### config.mk
export PLATFORM = sky130hd
export DESIGN_NAME = pe_issue_scheduler
export DESIGN_NICKNAME = d
export VERILOG_FILES = /design/src/rtl/pe_sched_pkg.sv /design/src/rtl/pe_issue_scheduler_credit.sv /design/src/rtl/pe_issue_scheduler.sv
export SDC_FILE = /design/constraint.sdc
export NUM_CORES = 1
export LEC_CHECK = 0
export ABC_AREA = 1
export CORE_MARGIN = 5
export CORE_UTILIZATION = 58
export CTS_CLUSTER_SIZE = 20
export DETAILED_ROUTE_END_ITERATION = 7
export MAX_ROUTING_LAYER = met4
export PLACE_DENSITY = 0.9
export SYNTH_ARGS = -nofsm -noshare
export SYNTH_HDL_FRONTEND = slang
export SYNTH_SLANG_ARGS = --single-unit
### constraint.sdc
create_clock -name clk -period 3.2 [get_ports clk]
set_input_delay 0.64 -clock clk [delete_from_list [all_inputs] [get_ports clk]]
set_output_delay 0.64 -clock clk [all_outputs]
set_load 0.005 [all_outputs]
### src/rtl/pe_sched_pkg.sv
// Shared definitions for the PE issue scheduler.
//   sched_state_t   : controller states
//   NUM_FILTER_ROWS : filter-row packets issued at the start of every layer
//   calc_loc_w()    : width of the convolution-location field for a given
//                     filter element width
package pe_sched_pkg;

    typedef enum logic [2:0] {
        IDLE   = 3'd0,
        FILTER = 3'd1,
        IFMAP  = 3'd2,
        DRAIN  = 3'd3,
        DONE   = 3'd4
    } sched_state_t;

    localparam int NUM_FILTER_ROWS = 5;

    function automatic int calc_loc_w(input int filter_width);
        return 5 * filter_width - 25;
    endfunction

endpackage

### src/rtl/pe_issue_scheduler_credit.sv
// credit_counter: number of ifmap packets issued but not yet acknowledged.
//   clk, reset : clock, asynchronous active-high reset
//   inc        : an ifmap packet was accepted this cycle
//   dec        : a result acknowledgement arrived this cycle
//   count      : registered outstanding count, 0..MAX
//   full       : count == MAX
//   empty      : count == 0
//   underflow  : acknowledgement with nothing outstanding (count held at 0)
module credit_counter #(
    parameter int MAX = 4,
    parameter int CW  = $clog2(MAX + 1)
) (
    input  logic          clk,
    input  logic          reset,
    input  logic          inc,
    input  logic          dec,
    output logic [CW-1:0] count,
    output logic          full,
    output logic          empty,
    output logic          underflow
);

    localparam logic [CW-1:0] MAX_C = CW'(MAX);

    logic [CW-1:0] count_r;

    assign count     = count_r;
    assign full      = (count_r == MAX_C);
    assign empty     = (count_r == {CW{1'b0}});
    // A simultaneous accept and ack cancel, so only a lone ack can underflow.
    assign underflow = dec & ~inc & empty;

    // Outstanding-count register; saturates at both ends.
    always_ff @(posedge clk or posedge reset) begin
        if (reset) begin
            count_r <= {CW{1'b0}};
        end else if (inc && !dec && !full) begin
            count_r <= count_r + CW'(1);
        end else if (dec && !inc && !empty) begin
            count_r <= count_r - CW'(1);
        end else begin
            count_r <= count_r;
        end
    end

endmodule

### src/rtl/pe_issue_scheduler.sv
// pe_issue_scheduler: sequences one PE's work for a convolution layer.
// Issues five filter-row packets, then for every location an ifmap packet for
// timestep 0 followed by timestep 1. Ifmap issue is metered by a credit count
// of un-acknowledged packets.
//   clk, reset          : clock, asynchronous active-high reset
//   start               : begin a layer (only honoured in IDLE)
//   issue_valid/ready   : packet handshake towards the packet bridge
//   issue_ifmapb_filter : 1 = ifmap packet, 0 = filter packet
//   issue_filter_row    : filter row (0 for ifmap packets)
//   issue_timestep      : ifmap timestep (0 for filter packets)
//   issue_conv_loc      : ifmap location (0 for filter packets)
//   ack_valid           : one pulse per result packet returned by the PE
//   busy                : controller is outside IDLE
//   done                : one-cycle pulse at layer completion
//   ack_err             : sticky, ack seen with nothing outstanding
module pe_issue_scheduler
    import pe_sched_pkg::*;
#(
    parameter int FILTER_WIDTH = 8,
    parameter int LOC_W        = calc_loc_w(FILTER_WIDTH),
    parameter int NUM_LOC      = 441,
    parameter int MAX_CREDIT   = 4
) (
    input  logic             clk,
    input  logic             reset,
    input  logic             start,
    output logic             issue_valid,
    input  logic             issue_ready,
    output logic             issue_ifmapb_filter,
    output logic [2:0]       issue_filter_row,
    output logic             issue_timestep,
    output logic [LOC_W-1:0] issue_conv_loc,
    input  logic             ack_valid,
    output logic             busy,
    output logic             done,
    output logic             ack_err
);

    localparam int               CW       = $clog2(MAX_CREDIT + 1);
    localparam logic [2:0]       LAST_ROW = 3'(NUM_FILTER_ROWS - 1);
    localparam logic [LOC_W-1:0] LAST_LOC = LOC_W'(NUM_LOC - 1);
    localparam logic [CW-1:0]    MAX_M1   = CW'(MAX_CREDIT - 1);

    sched_state_t     state_r, state_nxt_s;
    logic             valid_r, valid_nxt_s;
    logic             ifmap_r, ifmap_nxt_s;
    logic [2:0]       row_r, row_nxt_s;
    logic             ts_r, ts_nxt_s;
    logic [LOC_W-1:0] loc_r, loc_nxt_s;
    logic             busy_r, done_r, ack_err_r;

    logic             xfer_s, inc_s, room_s, start_acc_s;
    logic [CW-1:0]    credit_count_s;
    logic             credit_full_s, credit_empty_s, credit_underflow_s;

    assign xfer_s = valid_r & issue_ready;
    assign inc_s  = xfer_s & ifmap_r;

    // Room for a newly presented ifmap packet, judged on the registered count
    // plus this cycle's accept; a same-cycle ack is deliberately not credited.
    assign room_s = inc_s ? (credit_count_s < MAX_M1) : ~credit_full_s;

    credit_counter #(
        .MAX (MAX_CREDIT),
        .CW  (CW)
    ) u_credit (
        .clk       (clk),
        .reset     (reset),
        .inc       (inc_s),
        .dec       (ack_valid),
        .count     (credit_count_s),
        .full      (credit_full_s),
        .empty     (credit_empty_s),
        .underflow (credit_underflow_s)
    );

    // Next state and next presented packet. The field registers always hold
    // the packet being (or about to be) presented, so a stall holds them.
    always_comb begin
        state_nxt_s = state_r;
        valid_nxt_s = valid_r;
        ifmap_nxt_s = ifmap_r;
        row_nxt_s   = row_r;
        ts_nxt_s    = ts_r;
        loc_nxt_s   = loc_r;
        start_acc_s = 1'b0;
        case (state_r)
            IDLE: begin
                if (start) begin
                    start_acc_s = 1'b1;
                    state_nxt_s = FILTER;
                    valid_nxt_s = 1'b1;
                    ifmap_nxt_s = 1'b0;
                    row_nxt_s   = 3'd0;
                    ts_nxt_s    = 1'b0;
                    loc_nxt_s   = {LOC_W{1'b0}};
                end else begin
                    state_nxt_s = IDLE;
                end
            end
            FILTER: begin
                if (xfer_s && (row_r == LAST_ROW)) begin
                    state_nxt_s = IFMAP;
                    ifmap_nxt_s = 1'b1;
                    row_nxt_s   = 3'd0;
                    valid_nxt_s = room_s;
                end else if (xfer_s) begin
                    row_nxt_s   = row_r + 3'd1;
                    valid_nxt_s = 1'b1;
                end else begin
                    valid_nxt_s = 1'b1;
                end
            end
            IFMAP: begin
                if (xfer_s && (loc_r == LAST_LOC) && ts_r) begin
                    state_nxt_s = DRAIN;
                    valid_nxt_s = 1'b0;
                end else if (xfer_s) begin
                    // Timestep 1 of a location always follows its timestep 0.
                    if (ts_r) begin
                        ts_nxt_s  = 1'b0;
                        loc_nxt_s = loc_r + LOC_W'(1);
                    end else begin
                        ts_nxt_s  = 1'b1;
                    end
                    valid_nxt_s = room_s;
                end else if (!valid_r) begin
                    valid_nxt_s = room_s;
                end else begin
                    valid_nxt_s = 1'b1;
                end
            end
            DRAIN: begin
                valid_nxt_s = 1'b0;
                if (credit_empty_s) begin
                    state_nxt_s = DONE;
                end else begin
                    state_nxt_s = DRAIN;
                end
            end
            DONE: begin
                valid_nxt_s = 1'b0;
                state_nxt_s = IDLE;
            end
            default: begin
                valid_nxt_s = 1'b0;
                state_nxt_s = IDLE;
            end
        endcase
    end

    // State, presented packet and status registers.
    always_ff @(posedge clk or posedge reset) begin
        if (reset) begin
            state_r   <= IDLE;
            valid_r   <= 1'b0;
            ifmap_r   <= 1'b0;
            row_r     <= 3'd0;
            ts_r      <= 1'b0;
            loc_r     <= {LOC_W{1'b0}};
            busy_r    <= 1'b0;
            done_r    <= 1'b0;
            ack_err_r <= 1'b0;
        end else begin
            state_r   <= state_nxt_s;
            valid_r   <= valid_nxt_s;
            ifmap_r   <= ifmap_nxt_s;
            row_r     <= row_nxt_s;
            ts_r      <= ts_nxt_s;
            loc_r     <= loc_nxt_s;
            busy_r    <= (state_nxt_s != IDLE);
            done_r    <= (state_nxt_s == DONE);
            ack_err_r <= (start_acc_s ? 1'b0 : ack_err_r) | credit_underflow_s;
        end
    end

    assign issue_valid         = valid_r;
    assign issue_ifmapb_filter = ifmap_r;
    assign issue_filter_row    = row_r;
    assign issue_timestep      = ts_r;
    assign issue_conv_loc      = loc_r;
    assign busy                = busy_r;
    assign done                = done_r;
    assign ack_err             = ack_err_r;

endmodule

==> impl_metrics.env <==
export IMPL_htreeDepth=2
export IMPL_grt_max_degree=31
export IMPL_dp_hpwl_um=3090
export IMPL_dp_slack_ps=623
export IMPL_clk_path_buf_depth=2
export IMPL_required_ps=3430
export IMPL_crit_type="in2reg"
export IMPL_r2r_start="state_r[0]"
export IMPL_setup_ws_ps=998
export IMPL_synth_nets=280
export IMPL_gr_total_overflow=0
export IMPL_placed_cells=337
export IMPL_crit_fanout=4
export IMPL_fp_dieH_um=66.9
export IMPL_clk_latency_ps=350
export IMPL_routed_wl_um=4170
export IMPL_end_kind="flop"
export IMPL_nFillCells=272
export IMPL_post_cts_buffers=0
export IMPL_leakagePower_uw=0.00108
export IMPL_hp_class="reg2reg"
export IMPL_io_pins=29
export IMPL_area_growth_syn_to_layout_pct=19.3
export IMPL_ir_worst_vdd_mv=0.439
export IMPL_grt_pass1_wl_um=7420
export IMPL_stdcell_area_um2=2240
export IMPL_cts_resized=0
export IMPL_yosysWarnings=0
export IMPL_final_common_cell="nand2_1"
export IMPL_period_share_pct=68.8
export IMPL_first_pass_iters=4
export IMPL_fin_setup_tns_ps=0
export IMPL_core_um2=3080
export IMPL_maxCapViolCount=0
export IMPL_regToRegEndpoint="issue_conv_loc[6]"
export IMPL_vias_per_cell=5.23
export IMPL_synth_seq_area_share_pct=40.0
export IMPL_slew_headroom_pct=65.9
export IMPL_cts_tree="built"
export IMPL_clk_pin_slew_worst_paths_ps=80
export IMPL_dpl_cell_area_um2=2180
export IMPL_min_period_ps=2200
export IMPL_whs_path_depth=1
export IMPL_max_freq_mhz=454
export IMPL_synth_area_per_cell_um2=6.96
export IMPL_start_kind="input port"
export IMPL_hold_violations=0
export IMPL_ff2ff_setup_slack_ps=1100
export IMPL_min_to="u_credit.count[2]"
export IMPL_fp_row_count=20
export IMPL_yosysUniqueCellTypes=22
export IMPL_layout_common_cells="88 x nand2_1, 34 x nor2_1, 33 x nand3_1, 30 x dfrtp_1, 29 x inv_1"
export IMPL_status="finished, final reports clean"
export IMPL_syn_area_um2=1880
export IMPL_diodes=0
export IMPL_grt_pass1_vias=1696
export IMPL_stdcell_count=345
export IMPL_drt_iter0_drc=145
export IMPL_holdBufCountCts=0
export IMPL_worstPathArrival_ps=2430
export IMPL_worstMarginPinSlew_ps=510
export IMPL_rsz0062_at_grt="false"
export IMPL_initial_core_util_pct=61.0
export IMPL_whs_ps=513
export IMPL_port_buffers=28
export IMPL_hold_start="u_credit.count[2]"
export IMPL_final_layout_size_suffix_gt1_share_pct=4.98
export IMPL_routedWlPerCell_um=12.1
export IMPL_cts_sinks=30
export IMPL_drc_errors=0
export IMPL_clockRootBuffer="clkbuf_4"
export IMPL_synth_seq_cells=30
export IMPL_vias=1805
export IMPL_ff2ff_path_depth=8
export IMPL_p_per_area_nw_per_um2=579
export IMPL_antenna_found_initial=0
export IMPL_cts_buffers=5
export IMPL_fin_nets=310
export IMPL_die_area_um2=4480
export IMPL_grt_usage_pct=22.9
export IMPL_synthCells=270
export IMPL_antenna_left=0
export IMPL_skew_ps=8.32
export IMPL_die_w_um=66.9
export IMPL_drv_slew=0
export IMPL_setup_viol=0
export IMPL_place_congestion=0.987
## cell families (layout without fill, tap and decap cells)
logic type                 Yosys count  in the layout  synth area share (%)
and+or+nand+nor                    179            179                  41.6
buffers and inverters               36             67                  8.19
xor gates and xnor gates             6              6                  2.80
DFF                                 30             30                  40.0
AOI/OAI and AO/OA                   14             14                  3.73
adders and majority gates            5              5                  3.73
## per-layer routing
metal  global-route usage (%)  wire, um  up-vias  share of wire [%]
met5                        -         0        -                  0
met4                     8.61        70        0                1.7
met3                     6.58       293        7                7.0
met2                     32.9      1840       54                 44
met1                     30.5      1970      820                 47
li1                         -         -      924                  -
## synth_stat cells
master    instances  area [um2]
clkbuf_1          1        3.75
inv_2             1        3.75
nand4_1          12        75.1
o21ai_0           7        35.0
nand2_1          88         330
nand2_4           2        22.5
nor2_2            1        6.26
nor3_1            4        20.0
buf_6             2        22.5
inv_1            29         109
o21ai_1           1        5.00
nor2_1           34         128
xor2_1            6        52.6
a21oi_1           6        30.0
ha_1              4        50.1
dfrtp_1          30         751
nor3b_1           1        7.51
nand3_1          33         165
fa_1              1        20.0
nand3b_1          1        7.51
buf_2             3        15.0
nand2_2           3        18.8
## sequential cells by signal, indices dropped and copies added, names as in the netlist
name,flops
issue_ifmapb_filter,1
busy,1
state_r,3
issue_conv_loc,15
done,1
u_credit.count,3
issue_valid,1
ack_err,1
issue_filter_row,3
issue_timestep,1
## cell type report
class / instances / area [um2] / area share, %
clock buffer: 7 / 55.1 / 2.46
clock inverter: 1 / 5.00 / 0.223
inverter: 30 / 113 / 5.03
multi-input combinational: 204 / 973 / 43.5
sequential: 30 / 751 / 33.5
tap: 44 / 55.1 / 2.46
timing repair buffer: 29 / 288 / 12.8
## power by group
group	switching (uW)	internal (uW)	total, uW
sequential	76.7	459	536
clock	129	106	235
combinational	319	207	526
total	524	773	1300
## worst max-delay path by stage
stage                             end  depth (start not counted)         from
finish              u_credit.count[2]                         10  issue_ready
CTS                 u_credit.count[2]                          9  issue_ready
detailed placement  u_credit.count[2]                          9  issue_ready
global placement    u_credit.count[2]                         10  issue_ready
global route        u_credit.count[2]                          9  issue_ready
floorplan           u_credit.count[2]                          9  issue_ready
## metrics by stage
step | power (uW) | util (%)
CTS | 1310 | 72.8
floorplan | 889 | -
detailed placement | 1070 | 70.8
global placement | 1050 | 70.8
finish | 1300 | 72.8
global route | 1430 | 72.8
## critical path: stages
cell             delay [ps]
clkdlybuf4s50_1         470
nand2_1                 110
inv_1                   130
nand2_1                 110
nor2_1                  140
nand2_1                 110
fa_1                    390
nand3_1                  90
o21ai_0                  90
xor2_1                  150
No activity file was read; power rests on OpenSTA's default activity.
